File: config.mk
export PLATFORM = sky130hd
export DESIGN_NAME = modulation_sampler
export DESIGN_NICKNAME = d
export VERILOG_FILES = /design/src/rtl/modulation_sampler.sv
export SDC_FILE = /design/constraint.sdc
export NUM_CORES = 1
export LEC_CHECK = 0
export BUFFER_PORTS_ARGS = -buffer_cell sky130_fd_sc_hd__buf_2
export CELL_PAD_IN_SITES_DETAIL_PLACEMENT = 1
export CELL_PAD_IN_SITES_GLOBAL_PLACEMENT = 1
export CORE_ASPECT_RATIO = 2
export CORE_UTILIZATION = 43
export DETAILED_ROUTE_END_ITERATION = 16
export GPL_TIMING_DRIVEN = 0
export PLACE_DENSITY_LB_ADDON = 0.1
export SYNTH_ARGS = -nofsm -noshare
export SYNTH_HDL_FRONTEND = slang
export SYNTH_SLANG_ARGS = --single-unit
File: constraint.sdc
create_clock -name CLK -period 2.1 [get_ports CLK]
set_input_delay 0.21 -clock CLK [delete_from_list [all_inputs] [get_ports CLK]]
set_output_delay 0.21 -clock CLK [all_outputs]
set_load 0.01 [all_outputs]
File: src/rtl/modulation_sampler.sv
// -----------------------------------------------------------------------------
// modulation_sampler
//
// Steps through a modulation sequence stored in the modulation buffer. The
// sequence has MOD_CYCLE+1 samples, and each sample is held for
// MOD_FREQ_DIV+1 clocks. The block drives the buffer's port-B read address,
// waits out the buffer read latency, and then presents each returned sample
// as a registered value. Each sample carries its sequence index and a
// one-cycle valid strobe.
//
// Handshake: there is no back-pressure. MOD_VALID is a one-cycle strobe
// meaning "MOD_OUT/MOD_IDX took a new value on this edge". The consumer must
// take it in that cycle.
//
// Parameters
//   BRAM_LATENCY  port-B read latency in clock edges, address to data (1..4)
//
// Ports
//   CLK           system clock
//   RST           synchronous active-high reset
//   START         pulse: latch configuration and restart the sequence at 0
//   STOP          pulse: halt sequencing (wins over START)
//   MOD_CYCLE     last sample index
//   MOD_FREQ_DIV  clocks per sample minus 1
//   ADDR          read address to the modulation buffer port B
//   MOD_IN        sample data returned by the buffer
//   MOD_OUT       registered current sample
//   MOD_VALID     one-cycle strobe when MOD_OUT updates
//   MOD_IDX       sequence index of the sample on MOD_OUT
//   BUSY          high while sequencing (state == RUN)
// -----------------------------------------------------------------------------
module modulation_sampler #(
  parameter int BRAM_LATENCY = 2
) (
  input  logic        CLK,
  input  logic        RST,
  input  logic        START,
  input  logic        STOP,
  input  logic [15:0] MOD_CYCLE,
  input  logic [15:0] MOD_FREQ_DIV,
  output logic [15:0] ADDR,
  input  logic [7:0]  MOD_IN,
  output logic [7:0]  MOD_OUT,
  output logic        MOD_VALID,
  output logic [15:0] MOD_IDX,
  output logic        BUSY
);

  // One stage per latency edge, plus the capture edge.
  localparam int PL = BRAM_LATENCY + 1;

  typedef enum logic {IDLE, RUN} state_t;

  state_t      state;
  logic [15:0] cycle_s;
  logic [15:0] div_s;
  logic [15:0] idx;
  logic [15:0] div_cnt;
  logic [PL-1:0] flag_pipe;
  logic [15:0] idx_pipe [PL];

  logic        wrap;
  logic [15:0] next_idx;
  logic        flush;

  always_comb begin
    wrap     = (idx == cycle_s);
    next_idx = wrap ? 16'd0 : idx + 16'd1;
    // START or STOP discards every read in flight, including one that
    // would have been captured on this very edge.
    flush    = START | STOP;
  end

  assign BUSY = (state == RUN);

  always_ff @(posedge CLK) begin
    if (RST) begin
      state     <= IDLE;
      cycle_s   <= '0;
      div_s     <= '0;
      idx       <= '0;
      div_cnt   <= '0;
      ADDR      <= '0;
      flag_pipe <= '0;
      for (int i = 0; i < PL; i++) idx_pipe[i] <= '0;
      MOD_OUT   <= '0;
      MOD_VALID <= 1'b0;
      MOD_IDX   <= '0;
    end else begin
      // Read pipeline. By default it shifts, and no new read is issued.
      flag_pipe   <= {flag_pipe[PL-2:0], 1'b0};
      idx_pipe[0] <= idx;
      for (int i = 1; i < PL; i++) idx_pipe[i] <= idx_pipe[i-1];

      // Capture a sample whose read has reached the end of the pipeline.
      if (flag_pipe[PL-1] && !flush) begin
        MOD_OUT   <= MOD_IN;
        MOD_IDX   <= idx_pipe[PL-1];
        MOD_VALID <= 1'b1;
      end else begin
        MOD_VALID <= 1'b0;
      end

      if (STOP) begin
        // ADDR, MOD_OUT and MOD_IDX hold their values. No reload happens.
        state     <= IDLE;
        flag_pipe <= '0;
      end else if (START) begin
        state       <= RUN;
        cycle_s     <= MOD_CYCLE;
        div_s       <= MOD_FREQ_DIV;
        idx         <= '0;
        div_cnt     <= '0;
        ADDR        <= '0;
        flag_pipe   <= {{(PL-1){1'b0}}, 1'b1};
        idx_pipe[0] <= '0;
      end else if (state == RUN) begin
        if (div_cnt == div_s) begin
          div_cnt <= '0;
          // The shadow registers reload only when the sequence wraps, so
          // the sequence in progress keeps its configuration.
          if (wrap) begin
            cycle_s <= MOD_CYCLE;
            div_s   <= MOD_FREQ_DIV;
          end
          idx          <= next_idx;
          ADDR         <= next_idx;
          flag_pipe[0] <= 1'b1;
          idx_pipe[0]  <= next_idx;
        end else begin
          div_cnt <= div_cnt + 16'd1;
        end
      end
    end
  end

endmodule

==> results by group, run 1 <==
Power
  – Maximum vdd drop: 0.000583 V
  – Leak pwr: 3.37 nW
  – Power density over the cells: 888 nW/um^2

Clock tree
  – Worst-Skew Late Latency: 0.42 ns
  – Clock transition at path regs: 0.06 ns
  – Clk root buf: clkbuf_16
  – Clock Sinks: 141
  – TritonCTS Buffers: 17
  – # H-tree levels: 4
  – CTS tree: built
  – # hold bufs at CTS: 0
  – Worst-case clock buffer depth: 2

GRT
  – Largest net degree at the start of global routing: 17
  – Total GRT Usage: 27.1%
  – Initial antenna violation count: 0
  – First-pass GRT wire length: 32,600 um
  – Vias in the first global route: 6,615
  – Total gr overflow: 0

Worst hold path
  – Hold depth: 3
  – Hold Path Class: in -> reg
  – Hold path startpoint: MOD_IN[6]
  – Hold EP: MOD_OUT[6]

Critical path
  – Startpoint types: flop
  – CP Max Fanout: 10
  – Reg-to-reg critical path endpoint: cycle_s[10]
  – Reg-to-reg setup timing slack: 0.06 ns
  – R2r startpoint: idx[11]
  – CP Class: reg -> reg
  – Critical Path AT: 2.33 ns
  – Cells on worst reg2reg path: 7
  – Critical path data required time: 2.39 ns
  – Worst setup EP type: flop

Floorplanning
  – Die height: 176 um
  – Rows: 63
  – Die area: 15,700 um^2
  – Die X: 89.0 um
  – Initial Utilization: 43.9%
  – Core ar.: 14,800 um^2
  – Top Ports: 86

Place
  – GP Congestion: 0.837
  – Post-DP HPWL: 15,200 um
  – Count of input and output buffers: 84
  – Dpl cells: 1,045

STA
  – Clock Skew: 0.0138 ns
  – Hold slack final: 0.0339 ns
  – Final Max Slew Viols: 0
  – Fin. Hold Viols: 0
  – Final worst path period share: 97.3%
  – Fmax: 489 MHz
  – Final setup viols: 0
  – Final min period: 2.04 ns
  – Relative slew slack: 57.4%
  – Slew @ Worst Pin: 0.639 ns
  – TNS Setup: 0 ns

Synth
  – Synthesized cell area: 6510 um^2
  – Syn nets: 812
  – Mean post-synth cell area: 8.50 um^2
  – Synth Register Bits: 141
  – Number of warnings issued by yosys: 0
  – Synth unique cells: 42
  – Post-synth EDFFs: 0
  – Post-synth ARST share: 0%
  – Top FF cell, synth: dfxtp_1
  – Sequential area share after synthesis: 43.4%
  – Mapped Cells: 766

Status
  – Status: complete, no violations

Route
  – Avg Vias per Cell: 5.72
  – Post-Route WL: 20,400 um
  – Drt first-iter violations: 258
  – Drt pass-1 iters: 5
  – Drt drc: 0
  – Post-route ant nets: 0
  – Via count: 6,212
  – WL per Instance: 18.8 um

Layout
  – Finished Layout Cells: 1,086
  – Filler cells: 1,808
  – Share of cells above drive strength 1: 20.7%
  – Ant diodes: 0
  – NumNets Final: 926
  – P&R area growth vs syn: 21.9%

Run
  – Max-cap violation count: 0
## cell usage in the layout, fill, tap and decap left out, drive strengths merged, types with 3 or more instances in the layout
cell type    n
inv         16
xnor2        6
xor2        43
nor2        27
o21ai       19
a21oi       26
buf        119
and3        39
nand4       11
nor4        14
a31oi       33
and2         9
clkbuf      68
o2bb2ai     12
dfxtp      141
clkinv       5
nor2b       33
o2111ai     41
nor3        42
and4         6
nand2       86
bufinv       3
nand3       76
## state kept, by name (all words and copies together) (netlist names)
register and count:
MOD_IDX 16, cycle_s 16, flag_pipe 3, div_s 16
MOD_OUT 8, div_cnt 16, MOD_VALID 1, idx_pipe 48
idx 16, BUSY 1
## power breakdown
group          internal [W]  switching, W  leakage (nW)  total, W
registers           0.00274     0.0000732          1.14   0.00281
logic              0.000380      0.000749          1.94   0.00113
clock network       0.00190       0.00120         0.293   0.00310
total               0.00502       0.00202          3.37   0.00704
## worst max-delay path by stage
stage / to / from / depth (start not counted) / slack, ns
after floorplan: idx[11] / idx[0] / 6 / 0.30
final: cycle_s[10] / idx[11] / 7 / 0.06
after global placement: idx_pipe[0][1] / idx[12] / 6 / -0.12
after CTS: idx_pipe[0][13] / div_cnt[5] / 6 / 0.004
after global routing: idx_pipe[0][11] / idx[8] / 6 / -0.05
after detailed placement: cycle_s[10] / idx[11] / 6 / -0.20
## timing repair
item                                    4_1_cts  5_1_grt
setup buffers                                 4        7
endpoints found under the setup margin       73       72
gates cloned                                  0        0
pin swaps                                     3        8
resized for setup                             2       25
## critical path, cell delays in order, from the launching register on
cell,delay (ns)
dfxtp_1,0.50
xor2_1,0.17
nor4_4,0.42
nand4_2,0.13
buf_4,0.20
buf_6,0.15
o2111ai_1,0.22
nand3_1,0.13
## cells in the mapped netlist, types with 9 or more instances
library cell,number,area (um^2)
a21oi_1,26,130
a31oi_1,33,206
and2_1,9,56.3
and3_1,37,231
buf_2,15,75.1
clkbuf_1,42,158
dfxtp_1,141,2820
inv_1,13,48.8
nand2_1,86,323
nand3_1,75,375
nand4_1,10,62.6
nor2_1,27,101
nor2b_1,33,206
nor3_1,42,210
nor4_1,10,62.6
o2111ai_1,41,359
o21ai_0,18,90.1
o2bb2ai_1,12,105
xor2_1,43,377
## routing by layer
| metal | global-route usage (%) | vias up | routed length (um) | part of all wire [%] |
|---|---|---|---|---|
| met2 | 53.0 | 136 | 11900 | 58 |
| met5 | 0 | - | 0 | 0 |
| met1 | 26.7 | 3062 | 7600 | 37 |
| met3 | 4.44 | 41 | 471 | 2.3 |
| li1 | - | 2973 | - | - |
| met4 | 11.4 | 0 | 488 | 2.4 |
## through the flow
step | util (%) | setup WS (ns) | cell area (um^2) | power [W]
after floorplan | - | 0.298 | 6510 | 0.00354
after global placement | 48.4 | -0.124 | 7170 | 0.00387
after detailed placement | 48.4 | -0.196 | 7170 | 0.00390
after CTS | 52.8 | 0.00363 | 7820 | 0.00702
after global routing | 53.5 | -0.0514 | 7930 | 0.00728
final | 53.5 | 0.0557 | 7930 | 0.00704
## cell type report
type | instances | area [um^2] | area share (%)
Sequential cell | 141 | 2830 | 35.7
Inverter | 13 | 48.8 | 0.615
Tap cell | 195 | 244 | 3.08
Clock buffer | 18 | 439 | 5.54
Multi-Input combinational cell | 538 | 3300 | 41.6
Buffer | 74 | 400 | 5.05
Timing Repair Buffer | 95 | 503 | 6.34
Clock inverter | 12 | 164 | 2.07
## cell families after synthesis
group | synth area share [%]
buf+inv | 6.73
xor+xnor | 6.59
simple gates | 27.6
fa+ha+maj | 0.384
mux | 0.308
flops | 43.4
compound gates | 15.0
No activity file was read; power rests on OpenSTA's default activity.
==> run 2, diff against run 1 <==
- MAX_ROUTING_LAYER: unset -> met4
==> results by group, run 2 (synthesis gave the netlist of run 1 again) <==
Route
  – Drt pass-1 iters: 4 (-1)
  – Drt drc: 0 (unchanged)
  – DRT met1 WL: 7630 um (+0.43%)
  – Via count: 6,185 (-0.43%)
  – Post-route ant nets: 0 (unchanged)
  – Met3 Routed Length: 475 um (+0.85%)
  – Post-Route WL: 20,400 um (+0.16%)
  – Drt first-iter violations: 281 (+8.9%)
  – Avg Vias per Cell: 5.70 (-0.34%)
  – WL per Instance: 18.8 um (+0.25%)
  – Met2 wire len: 11,900 um (+0.13%)
  – Uppermost routed layer: met4

Power
  – Maximum vdd drop: 0.000582 V (-0.17%)
  – Logic pwr share: 16.0% (about the same)
  – Sw Pwr: 0.00202 W (-0.21%)
  – P_int: 0.00502 W (about the same)
  – Power density over the cells: 888 nW/um^2 (about the same)
  – Leak pwr: 3.37 nW (-0.15%)
  – Sequential cell fraction of total power: 40.0% (about the same)
  – Switching fraction of total power: 28.6% (-0.044 points)
  – Clock power frac: 44.0% (about the same)

STA
  – Fin. Hold Viols: 0 (unchanged)
  – Relative slew slack: 56.5% (-0.88 points)
  – Setup ws final: 0.0631 ns (+0.00742 ns)
  – Final min period: 2.04 ns (-0.00742 ns)
  – Final worst path period share: 97.0% (-0.35 points)
  – Final setup viols: 0 (unchanged)
  – Final Max Slew Viols: 0 (unchanged)
  – Clock Skew: 0.00903 ns (-0.00480 ns)
  – Fmax: 491 MHz (+0.36%)
  – Slew @ Worst Pin: 0.652 ns (+0.0132 ns)

Place
  – GP Congestion: 0.856 (+2.2%)
  – Post-DP HPWL: 15,200 um (unchanged)
  – Worst slack, placed: -0.196 ns (unchanged)
  – Count of input and output buffers: 84 (unchanged)

Critical path
  – Critical path data required time: 2.46 ns (+0.07 ns)
  – Crit-path slowest cell: dfxtp_1
  – Reg-to-reg setup timing slack: 0.06 ns (about the same)
  – CP Class: reg -> reg
  – R2r startpoint: idx[11]
  – CP peak stage delay: 0.49 ns (about the same)
  – Critical Path AT: 2.39 ns (+0.06 ns)
  – Worst setup EP type: flop
  – Startpoint types: flop
  – Cell chain of the critical path: xor2_1 -> nor4_4 -> and4_1 -> buf_2 -> buf_2 -> nand3_1 -> nand3_1
  – Reg-to-reg critical path endpoint: cycle_s[10]
  – CP Max Fanout: 10 (unchanged)
  – Cells on worst reg2reg path: 7 (unchanged)

Layout
  – Ant diodes: 0 (unchanged)
  – Share of cells above drive strength 1: 20.7% (+0.023 points)
  – Final Core Density: 53.5% (about the same)
  – Sequential cell area: 2830 um^2 (about the same)
  – Area of the multi-input gates: 3300 um^2 (unchanged)
  – Top reg by flops: idx_pipe
  – Most common cell after layout, fill and taps aside: dfxtp_1
  – NumNets Final: 925 (-0.11%)
  – P&R area growth vs syn: 21.8% (about the same)
  – Filler cells: 1,806 (-0.11%)
  – Largest register FFs: 48 (unchanged)
  – Commonest cells after routing, fill and taps aside: dfxtp_1, buf_2, nand2_1

Floorplanning
  – Die height: 176 um (unchanged)
  – Initial Utilization: 43.9% (unchanged)
  – Rows: 63 (unchanged)
  – Die X: 89.0 um (unchanged)
  – Die area: 15,700 um^2 (unchanged)
  – Top Ports: 86 (unchanged)
  – Core ar.: 14,800 um^2 (unchanged)

Clock tree
  – TritonCTS Buffers: 17 (unchanged)
  – # H-tree levels: 4 (unchanged)
  – Clock transition at path regs: 0.06 ns (about the same)
  – CTS tree: built
  – Clk root buf: clkbuf_16
  – Worst-case clock buffer depth: 2 (unchanged)
  – Clock Sinks: 141 (unchanged)
  – Worst-Skew Late Latency: 0.42 ns (about the same)

GRT
  – First-pass GRT wire length: 32,600 um (about the same)
  – Largest net degree at the start of global routing: 17 (unchanged)
  – Total GRT Usage: 27.8% (+0.78 points)
  – Vias in the first global route: 6,610 (-0.076%)
  – Initial antenna violation count: 0 (unchanged)
  – Total gr overflow: 0 (unchanged)

Run
  – Max-cap violation count: 0 (unchanged)

Worst hold path
  – Hold path startpoint: MOD_IN[6]
  – Hold EP: MOD_OUT[6]
  – Hold depth: 3 (unchanged)
  – Hold Path Class: in -> reg

Status
  – Status: complete, no violations
-- run 2: changes by cell type in the layout (fill, tap and decap cells not counted) --
cell | previous run | this run
buf_2 | 97 | 96
dfxtp_1 | 134 | 133
dfxtp_2 | 7 | 8
-- run 2: what timing repair did --
item                       in CTS  in global routing
setup buffers                   4                  7
gates resized for setup         2                 25
pin swaps                       3                  8
cloned                          0                  0
hold buffers                    0                  0
setup endpoints to repair      73                 71
-- run 2: power groups by stage --
stage / Combinational (W) / Clock [W] / Sequential [W]
floorplan: 0.000698 / 0 / 0.00285
global placement: 0.00100 / 0 / 0.00286
detailed placement: 0.00103 / 0 / 0.00287
CTS: 0.00108 / 0.00313 / 0.00281
global route: 0.00121 / 0.00325 / 0.00282
finish: 0.00113 / 0.00310 / 0.00281
-- run 2: worst max-delay path by stage --
| stage | from | end | slack (ns) |
|---|---|---|---|
| 2_1_floorplan | idx[0] | idx[11] | 0.30 |
| 3_3_place_gp | idx[12] | idx_pipe[0][1] | -0.12 |
| 3_5_place_dp | idx[11] | cycle_s[10] | -0.20 |
| 4_1_cts | div_cnt[5] | idx_pipe[0][13] | 0.004 |
| 5_1_grt | idx[7] | idx_pipe[0][11] | -0.05 |
| 6_report | idx[11] | cycle_s[10] | 0.06 |
-- run 2: area by class of cell --
type                       instances  area share, %
multi-input combinational        538           41.6
sequential                       141           35.7
timing repair buffer              95           6.34
clock buffer                      18           5.54
buffer                            73           4.99
tap                              195           3.08
clock inverter                    12           2.07
inverter                          13          0.616
-- run 2: worst max-delay path: cells and delay by family (launching register included) --
kind / cells / cell delay, ns
DFF: 1 / 0.49
xor gates and xnor gates: 1 / 0.17
buffers and inverters: 2 / 0.41
and+or+nand+nor: 4 / 0.91
-- run 2: routing by layer --
layer,GRT usage [%],vias up
met5,-,-
met4,12.0,0
met3,3.88,39
met2,52.9,145
met1,26.9,3029
li1,-,2972
-- run 2: per-stage QoR --
step	setup TNS [ns]	area [um^2]	hold slack (ns)	cells	total power [W]
6_report	0	7930	0.0354	1085	0.00704
5_1_grt	-0.0965	7930	0.0272	1085	0.00728
4_1_cts	0	7820	0.0212	1079	0.00702
3_5_place_dp	-6.39	7170	0.417	1045	0.00390
3_3_place_gp	-3.30	7170	0.415	1045	0.00387
2_1_floorplan	0	6510	0.346	766	0.00354
